<file path="config.mk">
export PLATFORM = sky130hd
export DESIGN_NAME = force_distributor_mp
export DESIGN_NICKNAME = d
export VERILOG_FILES = /design/src/rtl/force_distributor_mp.sv
export SDC_FILE = /design/constraint.sdc
export NUM_CORES = 2
export LEC_CHECK = 0
export BUFFER_PORTS_ARGS = -buffer_cell sky130_fd_sc_hd__buf_2
export CORE_AREA = 4 4 496 498
export DETAILED_ROUTE_END_ITERATION = 16
export DIE_AREA = 0 0 500 502
export GPL_TIMING_DRIVEN = 1
export PLACE_DENSITY = 0.59
export SYNTH_ARGS = -nofsm -noshare
export SYNTH_HDL_FRONTEND = slang
export SYNTH_SLANG_ARGS = --single-unit
</file>
<file path="constraint.sdc">
create_clock -name clk -period 15.03 [get_ports clk]
set_input_delay 3.006 -clock clk [delete_from_list [all_inputs] [get_ports clk]]
set_output_delay 3.006 -clock clk [all_outputs]
set_load 0.01 [all_outputs]
</file>
<file path="src/rtl/force_distributor_mp.sv">
// Force writeback distributor: neighbor forces stream through a FIFO, while per-filter
// reference forces sit in a NUM_FILTER x NUM_PHASE slot table that is flushed on request.
module force_distributor_mp #(
    parameter int DATA_WIDTH        = 32,
    parameter int CELL_ID_WIDTH     = 3,
    parameter int PARTICLE_ID_WIDTH = 7,
    parameter int NUM_FILTER        = 7,
    parameter int NUM_PHASE         = 2,
    parameter int PHASE_WIDTH       = (NUM_PHASE > 1) ? $clog2(NUM_PHASE) : 1,
    parameter int ID_WIDTH          = 3*CELL_ID_WIDTH + PARTICLE_ID_WIDTH,
    parameter int WB_WIDTH          = ID_WIDTH + 3*DATA_WIDTH,
    parameter int WAIT_CYCLES       = 5,
    parameter int NB_FIFO_DEPTH     = 8
) (
    input  logic                                   clk,
    input  logic                                   rst,
    input  logic                                   start_wb,
    input  logic [NUM_FILTER-1:0][DATA_WIDTH-1:0]  ref_force_x,
    input  logic [NUM_FILTER-1:0][DATA_WIDTH-1:0]  ref_force_y,
    input  logic [NUM_FILTER-1:0][DATA_WIDTH-1:0]  ref_force_z,
    input  logic [NUM_FILTER-1:0][ID_WIDTH-1:0]    ref_id,
    input  logic [NUM_FILTER-1:0][PHASE_WIDTH-1:0] ref_phase,
    input  logic [NUM_FILTER-1:0]                  ref_force_valid,
    input  logic [DATA_WIDTH-1:0]                  force_x,
    input  logic [DATA_WIDTH-1:0]                  force_y,
    input  logic [DATA_WIDTH-1:0]                  force_z,
    input  logic [ID_WIDTH-1:0]                    nb_id,
    input  logic                                   force_valid,
    input  logic                                   ready,
    output logic [WB_WIDTH-1:0]                    wb_out,
    output logic                                   wb_valid,
    output logic                                   all_ref_wb_issued,
    output logic                                   nb_fifo_full,
    output logic                                   err_nb_overflow,
    output logic                                   err_ref_drop,
    output logic [1:0]                             dbg_state
);
    localparam int NUM_SLOT = NUM_FILTER * NUM_PHASE;
    localparam int SLOT_W   = (NUM_SLOT > 1) ? $clog2(NUM_SLOT) : 1;
    localparam int AW       = $clog2(NB_FIFO_DEPTH);
    localparam int CNT_W    = (WAIT_CYCLES > 0) ? $clog2(WAIT_CYCLES + 1) : 1;

    typedef enum logic [1:0] {
        S_ACTIVE = 2'd0,
        S_WAIT   = 2'd1,
        S_WB_REF = 2'd2
    } state_t;

    state_t               state_q, state_d;
    logic [CNT_W-1:0]     cnt_q, cnt_d;
    logic [WB_WIDTH-1:0]  fifo_mem [NB_FIFO_DEPTH];
    logic [AW:0]          wr_ptr_q, wr_ptr_d, rd_ptr_q, rd_ptr_d, occ, occ_d;
    logic                 fifo_empty, fifo_full, push, pop, nb_drop;
    logic [WB_WIDTH-1:0]  slot_data_q [NUM_SLOT];
    logic [NUM_SLOT-1:0]  slot_valid_q, slot_valid_d, slot_we;
    logic [SLOT_W-1:0]    ptr;
    logic                 any_slot, ref_drop, in_range;
    logic                 pulse_q, pulse_d, full_q, err_nb_q, err_ref_q;

    // Handshake: a word transfers on a clock edge where wb_valid & ready are both high;
    // wb_out/wb_valid never depend on ready, so a stalled word holds still until accepted.

    assign occ        = wr_ptr_q - rd_ptr_q;
    assign fifo_empty = (occ == '0);
    assign fifo_full  = (occ == (AW+1)'(NB_FIFO_DEPTH));
    assign pop        = (state_q != S_WB_REF) && ready && !fifo_empty;
    assign push       = force_valid && (!fifo_full || pop);
    assign nb_drop    = force_valid && fifo_full && !pop;
    assign wr_ptr_d   = wr_ptr_q + (AW+1)'(push);
    assign rd_ptr_d   = rd_ptr_q + (AW+1)'(pop);
    assign occ_d      = wr_ptr_d - rd_ptr_d;

    always_ff @(posedge clk) begin
        if (push) fifo_mem[wr_ptr_q[AW-1:0]] <= {nb_id, force_z, force_y, force_x};
    end

    // Slot s = phase*NUM_FILTER + f; phases outside the table are reported, not written.
    always_comb begin
        slot_we  = '0;
        ref_drop = 1'b0;
        in_range = 1'b0;
        for (int f = 0; f < NUM_FILTER; f++) begin
            if (ref_force_valid[f]) begin
                if (state_q == S_WB_REF) begin
                    ref_drop = 1'b1;
                end else begin
                    in_range = 1'b0;
                    for (int p = 0; p < NUM_PHASE; p++) begin
                        if (ref_phase[f] == PHASE_WIDTH'(p)) begin
                            in_range                   = 1'b1;
                            slot_we[p*NUM_FILTER + f]  = 1'b1;
                        end
                    end
                    if (!in_range) ref_drop = 1'b1;
                end
            end
        end
    end

    always_ff @(posedge clk) begin
        for (int p = 0; p < NUM_PHASE; p++) begin
            for (int f = 0; f < NUM_FILTER; f++) begin
                if (slot_we[p*NUM_FILTER + f])
                    slot_data_q[p*NUM_FILTER + f] <= {ref_id[f], ref_force_z[f], ref_force_y[f], ref_force_x[f]};
            end
        end
    end

    always_comb begin
        ptr      = '0;
        any_slot = |slot_valid_q;
        for (int s = NUM_SLOT - 1; s >= 0; s--) begin
            if (slot_valid_q[s]) ptr = SLOT_W'(s);
        end
    end

    always_comb begin
        state_d      = state_q;
        cnt_d        = cnt_q;
        pulse_d      = 1'b0;
        slot_valid_d = slot_valid_q | slot_we;
        case (state_q)
            S_ACTIVE: begin
                if (start_wb) begin
                    state_d = S_WAIT;
                    cnt_d   = '0;
                end
            end
            S_WAIT: begin
                if (force_valid || !fifo_empty) begin
                    cnt_d = '0;
                end else if (cnt_q == CNT_W'(WAIT_CYCLES)) begin
                    state_d = S_WB_REF;
                end else begin
                    cnt_d = cnt_q + CNT_W'(1);
                end
            end
            S_WB_REF: begin
                if (any_slot) begin
                    if (ready) slot_valid_d[ptr] = 1'b0;
                end else begin
                    state_d = S_ACTIVE;
                    pulse_d = 1'b1;
                end
            end
            default: state_d = S_ACTIVE;
        endcase
    end

    always_comb begin
        wb_valid = 1'b0;
        wb_out   = '0;
        if (state_q == S_WB_REF) begin
            if (any_slot) begin
                wb_valid = 1'b1;
                wb_out   = slot_data_q[ptr];
            end
        end else if (!fifo_empty) begin
            wb_valid = 1'b1;
            wb_out   = fifo_mem[rd_ptr_q[AW-1:0]];
        end
    end

    always_ff @(posedge clk or negedge rst) begin
        if (!rst) begin
            state_q      <= S_ACTIVE;
            cnt_q        <= '0;
            wr_ptr_q     <= '0;
            rd_ptr_q     <= '0;
            slot_valid_q <= '0;
            pulse_q      <= 1'b0;
            full_q       <= 1'b0;
            err_nb_q     <= 1'b0;
            err_ref_q    <= 1'b0;
        end else begin
            state_q      <= state_d;
            cnt_q        <= cnt_d;
            wr_ptr_q     <= wr_ptr_d;
            rd_ptr_q     <= rd_ptr_d;
            slot_valid_q <= slot_valid_d;
            pulse_q      <= pulse_d;
            full_q       <= (occ_d == (AW+1)'(NB_FIFO_DEPTH));
            err_nb_q     <= err_nb_q | nb_drop;
            err_ref_q    <= err_ref_q | ref_drop;
        end
    end

    assign all_ref_wb_issued = pulse_q;
    assign nb_fifo_full      = full_q;
    assign err_nb_overflow   = err_nb_q;
    assign err_ref_drop      = err_ref_q;
    assign dbg_state         = state_q;

endmodule

</file>
# Word-level counts from Yosys, hierarchy flattened
# Memory sizes are Yosys's and may differ from the RTL's.
# Index checks and enable logic that the tools add are counted.
[word_totals] regBits=31 mem_bits_rw=2464 output_inout_bits=119 elab_cells=216 mem_count=2
[classes] n_addsub=5 order_cmp=2 eq_ne=11 n_mux=158 n_bitwise=5 reduce_logical=24
[memory_table] memory="slot_data_q" words=14 width=112 rd=1 rd_ports_with_merged_regs=0 wr=7 line_no="54" rtl="logic [WB_WIDTH-1:0] slot_data_q [NUM_SLOT];"
[memory_table] memory="fifo_mem" words=8 width=112 rd=1 rd_ports_with_merged_regs=0 wr=1 line_no="51" rtl="logic [WB_WIDTH-1:0] fifo_mem [NB_FIFO_DEPTH];"
[op_table] cell="$mux 112" count=10
[op_table] cell="$reduce_or 112->1" count=7
[op_table] cell="$mux 1" count=114
[op_table] cell="$mux 4" count=21
[op_table] cell="$mux 14" count=3
[op_table] cell="$and 14x14->14" count=1
[op_table] cell="$not 14->14" count=1
[op_table] cell="$or 14x14->14" count=1
[op_table] cell="$reduce_or 14->1" count=1
[op_table] cell="$ne 2x2->1 const B" count=5
[op_table] cell="$mux 3" count=3
[op_table] cell="$add 4x1->4" count=2
[op_table] cell="$eq 4x4->1 const B" count=2
[op_table] cell="$mux 2" count=4
[op_table] cell="$sub 4x4->4" count=2
[op_table] cell="$logic_and 1x1->1" count=6
[op_table] cell="$pmux 2 s3" count=1
[op_table] cell="$pmux 3 s2" count=1
[op_table] cell="$lt 4x5->1 const B" count=1
[op_table] cell="$demux 1 s4" count=1
[op_table] cell="$ge 4x1->1 const B" count=1
[op_table] cell="$logic_not 4->1" count=1
[op_table] cell="$reduce_and 4->1" count=1
[op_table] cell="$add 3x1->3 const B" count=1
[op_table] cell="other kinds (10)" count=14

# Depth between registers and ports, before layout
[depth] word_depth=25 ltp_mapped=20

# Least setup slack after synthesis
# No wires, ideal clock.
[synth_path] path_kind="input-to-reg" from="input ready" to="memory fifo_mem[0][0] (netlist name) (enable)" setup_time_ps=720 arrival_ps=10891 slack_ps=3419 path_stages=4 path_cell_list="nand2_1 -> nand3b_1 -> nand3_1 -> nor3_1"
[synth_via] elab_chain_len=6
[synth_rtl] element="start: declaration" line_no="29" rtl="input logic ready,"
[synth_rtl] element="$logic_and 1x1->1 (2 in series)" line_no="66" rtl="assign pop = (state_q != S_WB_REF) && ready && !fifo_empty;"
[synth_rtl] element="$logic_or 1x1->1" line_no="67" rtl="assign push = force_valid && (!fifo_full || pop);"
[synth_rtl] element="$logic_and 1x1->1" line_no="67"
[synth_rtl] element="$mux 1" line_no="74" rtl="if (push) fifo_mem[wr_ptr_q[AW-1:0]] <= {nb_id, force_z, force_y, force_x};"
[synth_rtl] element="$mux 1 (implied by the code)" line_no="74"
[synth_rtl] element="end: declaration" line_no="51"
# Every way passes these cells.

# Worst setup path in the final report
[layout_path] from="register rd_ptr_q[0]" to="output wb_out[83]"
[layout_via] elab_chain_len=4 word_cells_on_any_way=5 classes_between="add/sub: 1; mux: 2; reduce/logical: 1; memory: 1"
[layout_rtl] element="start: declaration" line_no="52" rtl="logic [AW:0] wr_ptr_q, wr_ptr_d, rd_ptr_q, rd_ptr_d, occ, occ_d;"
[layout_rtl] element="start signal: assignment" line_no="179" rtl="rd_ptr_q <= rd_ptr_d;"
[layout_rtl] element="$sub 4x4->4" line_no="63" rtl="assign occ = wr_ptr_q - rd_ptr_q;"
[layout_rtl] element="$logic_not 4->1" line_no="64" rtl="assign fifo_empty = (occ == '0);"
[layout_rtl] element="$mux 112 *" line_no="158" rtl="end else if (!fifo_empty) begin"
[layout_rtl] element="$mux 112 *" line_no="153" rtl="if (state_q == S_WB_REF) begin"
[layout_rtl] element="end: declaration" line_no="30" rtl="output logic [WB_WIDTH-1:0] wb_out,"
# Mark *: on every way between the ends. The rest lies on a longest branch, timed or not.

==> metrics.txt <==
CTS Sinks=2495; min-delay worst type=reg -> reg; routed len/inst=34.7 um; count of cell types in the netlist=67; Setup Viol. Count Final=0; crit-path cells=buf_4 -> buf_4 -> buf_4 -> mux4_2 -> nand2_1 -> a21boi_0 -> a31o_1 -> buf_2; total length of routed wires=352000 um; vias in the first global route=59400; slew margin rel.=0.0523; Max IR drop VDD=0.137 mV; Yosys reg bits=2495; CTS buffer count=284; post-cts sizing count=0; gr ovfl total=0; Synth area leader=edfxtp_1; Leak=39.5 nW; crit path launch type=register; Die Span X=500 um; total die area=251000 um^2; Final ANT Viol Nets=0; clk_lat worst skew=0.94 ns; FF-to-FF setup slack=10.30 ns; HP Start=err_nb_overflow; initial antenna violation count=253; Setup Total Neg Slack=0 ns; hpwl dp=221000 um; Starting DRT DRC Count=7738; port buffer count=1033; Largest stage delay, worst path=0.95 ns; Post-CTS Setup Bufs=0; Pwr Density=166 nW/um^2; Worst setup EP type=primary output; RR Endpoint=fifo_mem[3][44]; Cell Rows=181; Ys Warns=0; drt pass-1 iters=6; commonest non-fill, non-tap cells in the layout=2464 x edfxtp_1, 1033 x buf_2, 490 x nand2_1, 289 x clkbuf_16, 226 x o22ai_1; area post-placement=105000 um^2; Max Slew Vio Count=0; final net count=7471; Achievable Freq=115 MHz; fin crit share=0.580; Mapped Area=96200 um^2; Via Count=60100; # hold bufs at CTS=0; H-tree depth=5; Initial Utilization=0.398; MaxCap Viol Count=0; post-route cell area=114000 um^2; Hold Path Sink=err_nb_overflow; Cells after Synth=5457; Fin. Hold Viols=0; Area Growth Syn to Fin=19.0%; register area share after synthesis=0.777; RSZ-0062 raised after global routing=no; Synth top area share=0.769; syn_nets=6384; Total Power=0.0190 W; Main synth FF type=edfxtp_1; syn_area_per_cell=17.6 um^2; status=finished clean; gpl congestion=0.853; clock buffer depth=4; fillers=20700; die span in y=502 um; CP Max Fanout=47; Core Region=242000 um^2; CP Data Required Time=12.02 ns; Final min period=8.71 ns; CP Data Arrival Time=5.71 ns; critical path's most frequent cell=buf_4; Total GRT Usage=0.273; cell count of the worst hold path=1; DRC violations left=0; layout cells sized above 1=0.277; depth of the most critical reg-to-reg path=9; CTS tree=yes; top cells by area, synth=edfxtp_1 77%, mux4_2 5.2%, nand2_1 1.9%, o22ai_1 1.5%, mux2i_1 1.1%; Layout Skew=0.0874 ns; largest net degree at the start of global routing=130; slew at the pin with the worst max-slew slack=1.42 ns; Root Buffer=clkbuf_16; critical path type=reg -> out; ys async rst share=0.0124; Clock transition at path regs=0.06 ns; number of synthesized flops with an enable pin=2464; Via density=5.92; commonest non-fill, non-tap cell in the layout=edfxtp_1; I/O Pins=1034; crit path max-delay cell type=dfrtp_4; global-route wire length before repair=478000 um; reg2reg start=rd_ptr_q[2]
state kept, by name (all words and copies together) (netlist names):
| register | flops |
|---|---|
| wr_ptr_q | 4 |
| all_ref_wb_issued | 1 |
| nb_fifo_full | 1 |
| slot_data_q | 1568 |
| err_ref_drop | 1 |
| fifo_mem | 896 |
| cnt_q | 3 |
| slot_valid_q | 14 |
| dbg_state | 2 |
| rd_ptr_q | 4 |
| err_nb_overflow | 1 |
synth_stat cells, drive strengths merged, types with 3 or more instances:
master	instances
edfxtp	2464
nand2	494
o21ai	282
clkbuf	236
o22ai	226
mux4	224
and3	172
buf	127
a21oi	125
a21o	113
a21boi	111
mux2i	109
a31o	106
a211oi	105
nor2	93
nor4	58
nor3	57
mux2	55
o21a	54
a221o	53
o211a	51
dfrtp	31
nand3	16
inv	15
ha	12
a41o	7
nand2b	6
xor2	5
a2bb2oi	4
and2	4
o21bai	4
or2	4
xnor2	4
nor2b	3
o22a	3
o32a	3
cells by family after synthesis:
| kind of cell | share of synthesized area |
|---|---|
| compound gates | 0.0898 |
| fa+ha+maj | 0.00156 |
| mux | 0.0702 |
| flops | 0.777 |
| buf+inv | 0.0171 |
| xor+xnor | 0.000819 |
| simple gates | 0.0436 |
cell type report:
| class | count | area (um^2) | area share |
|---|---|---|---|
| Multi-Input combinational cell | 2583 | 20100 | 0.176 |
| Timing Repair Buffer | 1164 | 6300 | 0.0551 |
| Tap cell | 3202 | 4010 | 0.0350 |
| Clock inverter | 135 | 1240 | 0.0108 |
| Antenna cell | 199 | 498 | 0.00435 |
| Inverter | 16 | 65.1 | 0.000568 |
| Sequential cell | 2495 | 74800 | 0.653 |
| Clock buffer | 356 | 7480 | 0.0654 |
worst max-delay path by stage:
stage	end	depth (start not counted)	slack, ns	startpoint
floorplan	fifo_mem[0][0]	4	3.42	ready
global placement	wb_out[83]	8	6.98	rd_ptr_q[0]
detailed placement	wb_out[83]	8	6.98	rd_ptr_q[0]
CTS	wb_out[83]	8	6.01	rd_ptr_q[0]
global route	wb_out[83]	8	5.71	rd_ptr_q[0]
finish	wb_out[83]	8	6.32	rd_ptr_q[0]
critical path, delay by kind of cell, from the launching register on:
kind | cells | cell delay, ns
buf+inv | 4 | 2.46
simple gates | 1 | 0.05
compound gates | 2 | 0.89
mux | 1 | 0.37
flops | 1 | 0.95
per-stage QoR:
stage / hold slack [ns] / util / setup slack [ns] / instances
finish: 0.477 / 0.473 / 6.32 / 10200
global route: 0.500 / 0.472 / 5.71 / 10100
CTS: 0.482 / 0.471 / 6.01 / 9951
detailed placement: 0.466 / 0.435 / 6.98 / 9460
global placement: 0.456 / 0.435 / 6.98 / 9460
floorplan: 0.483 / - / 3.42 / 5457
per-layer routing:
layer  wire (um)  share of wire  vias up  global-route usage
li1            -              -    24400                   -
met1      130000           0.37    30800               0.340
met2      166000           0.47     3724               0.433
met3       37200           0.11      949              0.0796
met4       18000          0.051      152               0.143
met5        1010         0.0029        -                   0
report_power, final:
part,switching (W),internal (W),total (W)
Combinational,0.00243,0.00146,0.00389
Sequential,0.000192,0.00829,0.00849
Clock,0.00271,0.00388,0.00659
Note: power is estimated with default switching activity, not from simulation.
